## src/rtl/mate_sched.sv

```systemverilog
// mate_sched: walks two parent genomes through one crossover PE
// and writes the child genome, terminated by an all-zero word.
module mate_sched #(
    parameter int WORD_SIZE   = 32,
    parameter int GENOME_SIZE = 32,
    parameter int ADDR_W      = 8,
    parameter int PE_LAT      = 2
) (
    input  logic                   clk,
    input  logic                   rst,
    input  logic                   start,
    input  logic [WORD_SIZE-1:0]   job_ctrl,
    input  logic [ADDR_W-1:0]      p1_base,
    input  logic [ADDR_W-1:0]      p2_base,
    input  logic [ADDR_W-1:0]      ch_base,
    output logic                   busy,
    output logic                   done,
    output logic [7:0]             child_len,
    output logic                   rd_en,
    output logic [ADDR_W-1:0]      rd_addr,
    input  logic [GENOME_SIZE-1:0] rd_data,
    output logic                   wr_en,
    output logic [ADDR_W-1:0]      wr_addr,
    output logic [GENOME_SIZE-1:0] wr_data,
    output logic                   pe_control_req,
    output logic [WORD_SIZE-1:0]   pe_control_bus,
    output logic                   pe_data_valid,
    output logic [GENOME_SIZE-1:0] pe_in_bus,
    input  logic [GENOME_SIZE-1:0] pe_out_bus
);

    localparam logic [3:0] S_IDLE  = 4'd0;
    localparam logic [3:0] S_CFG   = 4'd1;
    localparam logic [3:0] S_RD1   = 4'd2;
    localparam logic [3:0] S_RD2   = 4'd3;
    localparam logic [3:0] S_FEED1 = 4'd4;
    localparam logic [3:0] S_FEED2 = 4'd5;
    localparam logic [3:0] S_WAIT  = 4'd6;
    localparam logic [3:0] S_CAP   = 4'd7;
    localparam logic [3:0] S_TERM  = 4'd8;
    localparam logic [3:0] S_DONE  = 4'd9;

    localparam logic [7:0] LAT_LAST = 8'(PE_LAT - 1);

    logic [3:0]        state;
    logic [ADDR_W-1:0] p1_q;
    logic [ADDR_W-1:0] p2_q;
    logic [ADDR_W-1:0] ch_q;
    logic [7:0]        s1_q;
    logic [7:0]        s2_q;
    logic [7:0]        n_q;
    logic [7:0]        i_q;
    logic [7:0]        c_q;
    logic [7:0]        wcnt_q;

    logic [7:0] sz1;
    logic [7:0] sz2;
    logic [7:0] i_nx;

    assign sz1  = job_ctrl[23:16];
    assign sz2  = job_ctrl[31:24];
    assign i_nx = i_q + 8'd1;

    // Sequencer: every output is a flop loaded with the value that belongs
    // to the state being entered, so strobes line up with the state cycle.
    always_ff @(posedge clk or posedge rst) begin
        if (rst) begin
            state          <= S_IDLE;
            p1_q           <= '0;
            p2_q           <= '0;
            ch_q           <= '0;
            s1_q           <= '0;
            s2_q           <= '0;
            n_q            <= '0;
            i_q            <= '0;
            c_q            <= '0;
            wcnt_q         <= '0;
            busy           <= 1'b0;
            done           <= 1'b0;
            child_len      <= '0;
            rd_en          <= 1'b0;
            rd_addr        <= '0;
            wr_en          <= 1'b0;
            wr_addr        <= '0;
            wr_data        <= '0;
            pe_control_req <= 1'b0;
            pe_control_bus <= '0;
            pe_data_valid  <= 1'b0;
            pe_in_bus      <= '0;
        end else begin
            rd_en          <= 1'b0;
            wr_en          <= 1'b0;
            pe_control_req <= 1'b0;
            pe_data_valid  <= 1'b0;
            done           <= 1'b0;
            case (state)
                S_IDLE: begin
                    if (start) begin
                        state          <= S_CFG;
                        busy           <= 1'b1;
                        child_len      <= '0;
                        p1_q           <= p1_base;
                        p2_q           <= p2_base;
                        ch_q           <= ch_base;
                        s1_q           <= sz1;
                        s2_q           <= sz2;
                        n_q            <= (sz1 > sz2) ? sz1 : sz2;
                        i_q            <= '0;
                        c_q            <= '0;
                        pe_control_req <= 1'b1;
                        pe_control_bus <= job_ctrl;
                    end
                end
                S_CFG: begin
                    if (n_q == 8'd0) begin
                        state   <= S_TERM;
                        wr_en   <= 1'b1;
                        wr_addr <= ch_q + ADDR_W'(c_q);
                        wr_data <= '0;
                    end else begin
                        state   <= S_RD1;
                        rd_en   <= 1'b1;
                        rd_addr <= p1_q + ADDR_W'(i_q);
                    end
                end
                S_RD1: begin
                    state   <= S_RD2;
                    rd_en   <= 1'b1;
                    rd_addr <= p2_q + ADDR_W'(i_q);
                end
                S_RD2: begin
                    state         <= S_FEED1;
                    pe_data_valid <= 1'b1;
                    pe_in_bus     <= (i_q < s1_q) ? rd_data : '0;
                end
                S_FEED1: begin
                    state         <= S_FEED2;
                    pe_data_valid <= 1'b1;
                    pe_in_bus     <= (i_q < s2_q) ? rd_data : '0;
                end
                S_FEED2: begin
                    state  <= S_WAIT;
                    wcnt_q <= '0;
                end
                S_WAIT: begin
                    if (wcnt_q == LAT_LAST) begin
                        state <= S_CAP;
                        if (pe_out_bus != '0) begin
                            wr_en   <= 1'b1;
                            wr_addr <= ch_q + ADDR_W'(c_q);
                            wr_data <= pe_out_bus;
                            c_q     <= c_q + 8'd1;
                        end
                    end else begin
                        wcnt_q <= wcnt_q + 8'd1;
                    end
                end
                S_CAP: begin
                    i_q <= i_nx;
                    if (i_nx == n_q) begin
                        state   <= S_TERM;
                        wr_en   <= 1'b1;
                        wr_addr <= ch_q + ADDR_W'(c_q);
                        wr_data <= '0;
                    end else begin
                        state   <= S_RD1;
                        rd_en   <= 1'b1;
                        rd_addr <= p1_q + ADDR_W'(i_nx);
                    end
                end
                S_TERM: begin
                    state     <= S_DONE;
                    done      <= 1'b1;
                    busy      <= 1'b0;
                    child_len <= c_q;
                end
                S_DONE: begin
                    state <= S_IDLE;
                end
                default: begin
                    state <= S_IDLE;
                    busy  <= 1'b0;
                end
            endcase
        end
    end

endmodule
```

## config.mk

```make
export PLATFORM = sky130hd
export DESIGN_NAME = mate_sched
export DESIGN_NICKNAME = d
export VERILOG_FILES = /design/src/rtl/mate_sched.sv
export SDC_FILE = /design/constraint.sdc
export NUM_CORES = 1
export LEC_CHECK = 0
export CAP_MARGIN = 5
export CORE_MARGIN = 3
export CORE_UTILIZATION = 35
export DETAILED_ROUTE_END_ITERATION = 10
export PLACE_DENSITY = 0.63
export SLEW_MARGIN = 25
export SYNTH_ARGS = -nofsm -noshare
export SYNTH_HDL_FRONTEND = slang
export SYNTH_SLANG_ARGS = --single-unit
export TNS_END_PERCENT = 1
```

## constraint.sdc

```tcl
create_clock -name clk -period 9.6 [get_ports clk]
set_clock_uncertainty 0.1 [all_clocks]
set_input_delay 2.88 -clock clk [delete_from_list [all_inputs] [get_ports clk]]
set_output_delay 2.88 -clock clk [all_outputs]
set_load 0.02 [all_outputs]
```

==> results_dict.tcl <==
set metrics [dict create \
    outcome "finished clean" \
    worst_pin_slew_ns 0.8939 \
    ys_seq_area_share_pct 51.16 \
    cts_root_buffer "clkbuf_16" \
    yosysWarnings 0 \
    most-common-layout-cells "248 x clkdlybuf4s50_1, 187 x nand2_1, 186 x dfrtp_1" \
    arrival_ns 5.43 \
    post-dp-hpwl_mm 17.66 \
    power_density_nw_per_um2 309.0 \
    hold_violations 0 \
    vias_per_cell 4.952 \
    met2WireLength_mm 11.65 \
    timing.fmax_mhz 191.5 \
    clock_path_buffers 2 \
    syn_avg_cell_area_um2 10.19 \
    synthesis.area_um2 9099 \
    ys_types 58 \
    drc 0 \
    synth-edff-count 0 \
    cts.sinks 186 \
    setup_violations 0 \
    relSlewSlack_pct 40.41 \
    firstDrtPassIters 4 \
    period_share_pct 54.39 \
    die_area_um2 27970 \
    path_max_fanout 40 \
    worst_slack_ns 4.378 \
    rsz0062_at_grt "false" \
    top_layer "met5" \
    synthToLayoutAreaGrowth_pct 37.62 \
    grt_pass1_vias 7417 \
    postRouteAntennaNets 0 \
    crit_start "pe_out_bus[11]" \
    path_class "primary input to flip-flop" \
    critPathLaunchType "primary input" \
    endpoint_kind "flip-flop" \
    die_h_um 167.2 \
    clkLatencyLatePin_ns 0.43 \
    wl_met1_mm 11.15 \
    worstPathRequired_ns 9.81 \
    clk_pin_slew_worst_paths_ns 0.08 \
    post-cts-setup-buffer-count 0 \
    n_antenna_cell 0 \
    slew_violations 0 \
    async_flop_share_pct 100.0 \
    drtIter0Drc 473 \
    finalSetupTns_ns 0 \
    ys_ff_latch 186 \
    vias 7265 \
    grt_first_pass_wirelength_mm 40.62 \
    postCtsHoldBufs 0 \
    fill_cells 2457 \
    fin_nets 1300 \
    syn_inst 893 \
    vdd_drop_max_mv 0.1242 \
    power.total_mw 3.869 \
    ios 249 \
    ctsHtreeMaxLevel 4 \
    layout_commonest_cell "clkdlybuf4s50_1" \
    reg2reg_to "rd_addr[6]" \
    grt-ovfl-total 0 \
    core-area_um2 25400 \
    r2r_start "state[3]" \
    rrSetupSlack_ns 5.77 \
    min_path_type "flip-flop to flip-flop" \
    port_buffers 248 \
    row_count 58 \
    die_x_um 167.2 \
    syn-num-nets 1069 \
    grt_max_degree 118 \
    place_ws_ns 3.871 \
    cts_made_buffers 17 \
    floorplan.initialDensity_pct 35.82 \
    post_drt_wl_per_cell_um 16.88 \
    leakage_nw 5.839 \
    grtUsageTotal_pct 17.81 \
    finalHoldWorstSlack_ns 0.3774 \
    period_minus_slack_ns 5.222 \
    globalplace.congestion 0.8314 \
    maxCapViolCount 0 \
    antenna_found_initial 1 \
    cp-endpoint "wr_addr[2]" \
    cts_tree "done" \
    routed-wl-met3_mm 1.555 \
    ys.flop_type "dfrtp_1" \
    ctsResizeCount 0 \
    wirelength_mm 24.76 \
    reg2regPathDepth 13 \
    layout-drive-gt1-share_pct 6.245 \
]
==> cell usage after synthesis, types with 2 or more instances <==
| cell | instances | area [um^2] |
|---|---|---|
| a211o_1 | 3 | 26.28 |
| a211oi_1 | 2 | 15.01 |
| a21o_1 | 8 | 60.06 |
| a21oi_1 | 30 | 150.1 |
| a22o_1 | 65 | 569.3 |
| a41o_1 | 2 | 20.02 |
| and2_1 | 5 | 31.28 |
| and3_1 | 2 | 12.51 |
| clkbuf_1 | 39 | 146.4 |
| dfrtp_1 | 186 | 4654 |
| fa_1 | 3 | 60.06 |
| ha_1 | 50 | 625.6 |
| inv_1 | 43 | 161.4 |
| mux2_2 | 12 | 135.1 |
| mux2_4 | 7 | 105.1 |
| mux2i_1 | 9 | 90.09 |
| nand2_1 | 187 | 701.9 |
| nand2b_1 | 8 | 50.05 |
| nand3_1 | 22 | 110.1 |
| nand4_1 | 8 | 50.05 |
| nor2_1 | 35 | 131.4 |
| nor2b_1 | 9 | 56.30 |
| nor3_1 | 8 | 40.04 |
| nor3b_1 | 3 | 22.52 |
| nor4_1 | 12 | 75.07 |
| o211ai_1 | 3 | 22.52 |
| o21a_1 | 3 | 22.52 |
| o21ai_0 | 48 | 240.2 |
| o21bai_1 | 5 | 37.54 |
| o31ai_1 | 2 | 15.01 |
| o32ai_1 | 2 | 17.52 |
| or3_1 | 2 | 12.51 |
| xnor2_1 | 28 | 245.2 |
| xor2_1 | 18 | 157.7 |
==> layout make-up <==
class / instances / area, um^2 / area share [%]
inverter: 45 / 176.4 / 1.409
clock inverter: 14 / 180.2 / 1.439
timing repair buffer: 255 / 2535 / 20.24
multi-input combinational: 619 / 4124 / 32.93
tap: 330 / 412.9 / 3.297
sequential: 186 / 4654 / 37.17
clock buffer: 18 / 439.2 / 3.507
==> registers in the layout, indices dropped and copies added (netlist names), 8 cells and up <==
register / count
c_q: 8
ch_q: 8
child_len: 8
i_q: 8
n_q: 8
p1_q: 8
p2_q: 8
pe_control_bus: 31
pe_in_bus: 32
rd_addr: 8
wcnt_q: 8
wr_addr: 8
wr_data: 32
==> critical path, stage by stage <==
cell,delay [ns]
clkdlybuf4s50_1,0.42
nor4_1,0.44
nand4_1,0.23
o21ai_0,0.38
nor2_2,0.10
a211oi_4,0.15
buf_4,0.47
mux2_4,0.35
==> metal layers <==
metal / global-route usage [%] / vias to the layer above
met5: 0 / -
met4: 4.233 / 2
met3: 5.146 / 26
met2: 28.58 / 171
met1: 24.03 / 3520
li1: - / 3546
==> power breakdown <==
part | internal [mW] | total (mW) | switching, mW
clock | 0.404 | 0.743 | 0.340
combinational | 0.861 | 1.81 | 0.952
sequential | 1.09 | 1.31 | 0.220
==> worst min path at each step <==
stage,startpoint,to,slack (ns),cells after the start
finish,pe_control_bus[11],pe_control_bus[11],0.38,2
global route,pe_control_bus[11],pe_control_bus[11],0.40,2
CTS,pe_control_bus[11],pe_control_bus[11],0.38,2
detailed placement,pe_control_bus[1],pe_control_bus[1],0.36,2
global placement,pe_control_bus[7],pe_control_bus[7],0.36,2
floorplan,ch_q[0],ch_q[0],0.35,2
==> kinds of logic (layout without fill, tap and decap cells) <==
kind of cell	after synthesis	in the layout	share of synthesized area, %
AND/OR/NAND/NOR	311	311	15.37
multiplexers	28	28	3.630
adder cells (fa/ha/maj)	53	53	7.536
flip-flops	186	186	51.16
buffers and inverters	88	332	3.781
AO/OA/AOI/OAI	181	181	14.10
XOR/XNOR	46	46	4.428
==> per-stage QoR <==
step / utilization, % / cells / instance area [um^2]
after detailed placement: 46.86 / 1435 / 11900
after global routing: 49.30 / 1467 / 12520
after global placement: 46.86 / 1435 / 11900
after CTS: 49.30 / 1467 / 12520
final: 49.30 / 1467 / 12520
after floorplan: - / 893 / 9099
No activity file was read; power rests on OpenSTA's default activity.
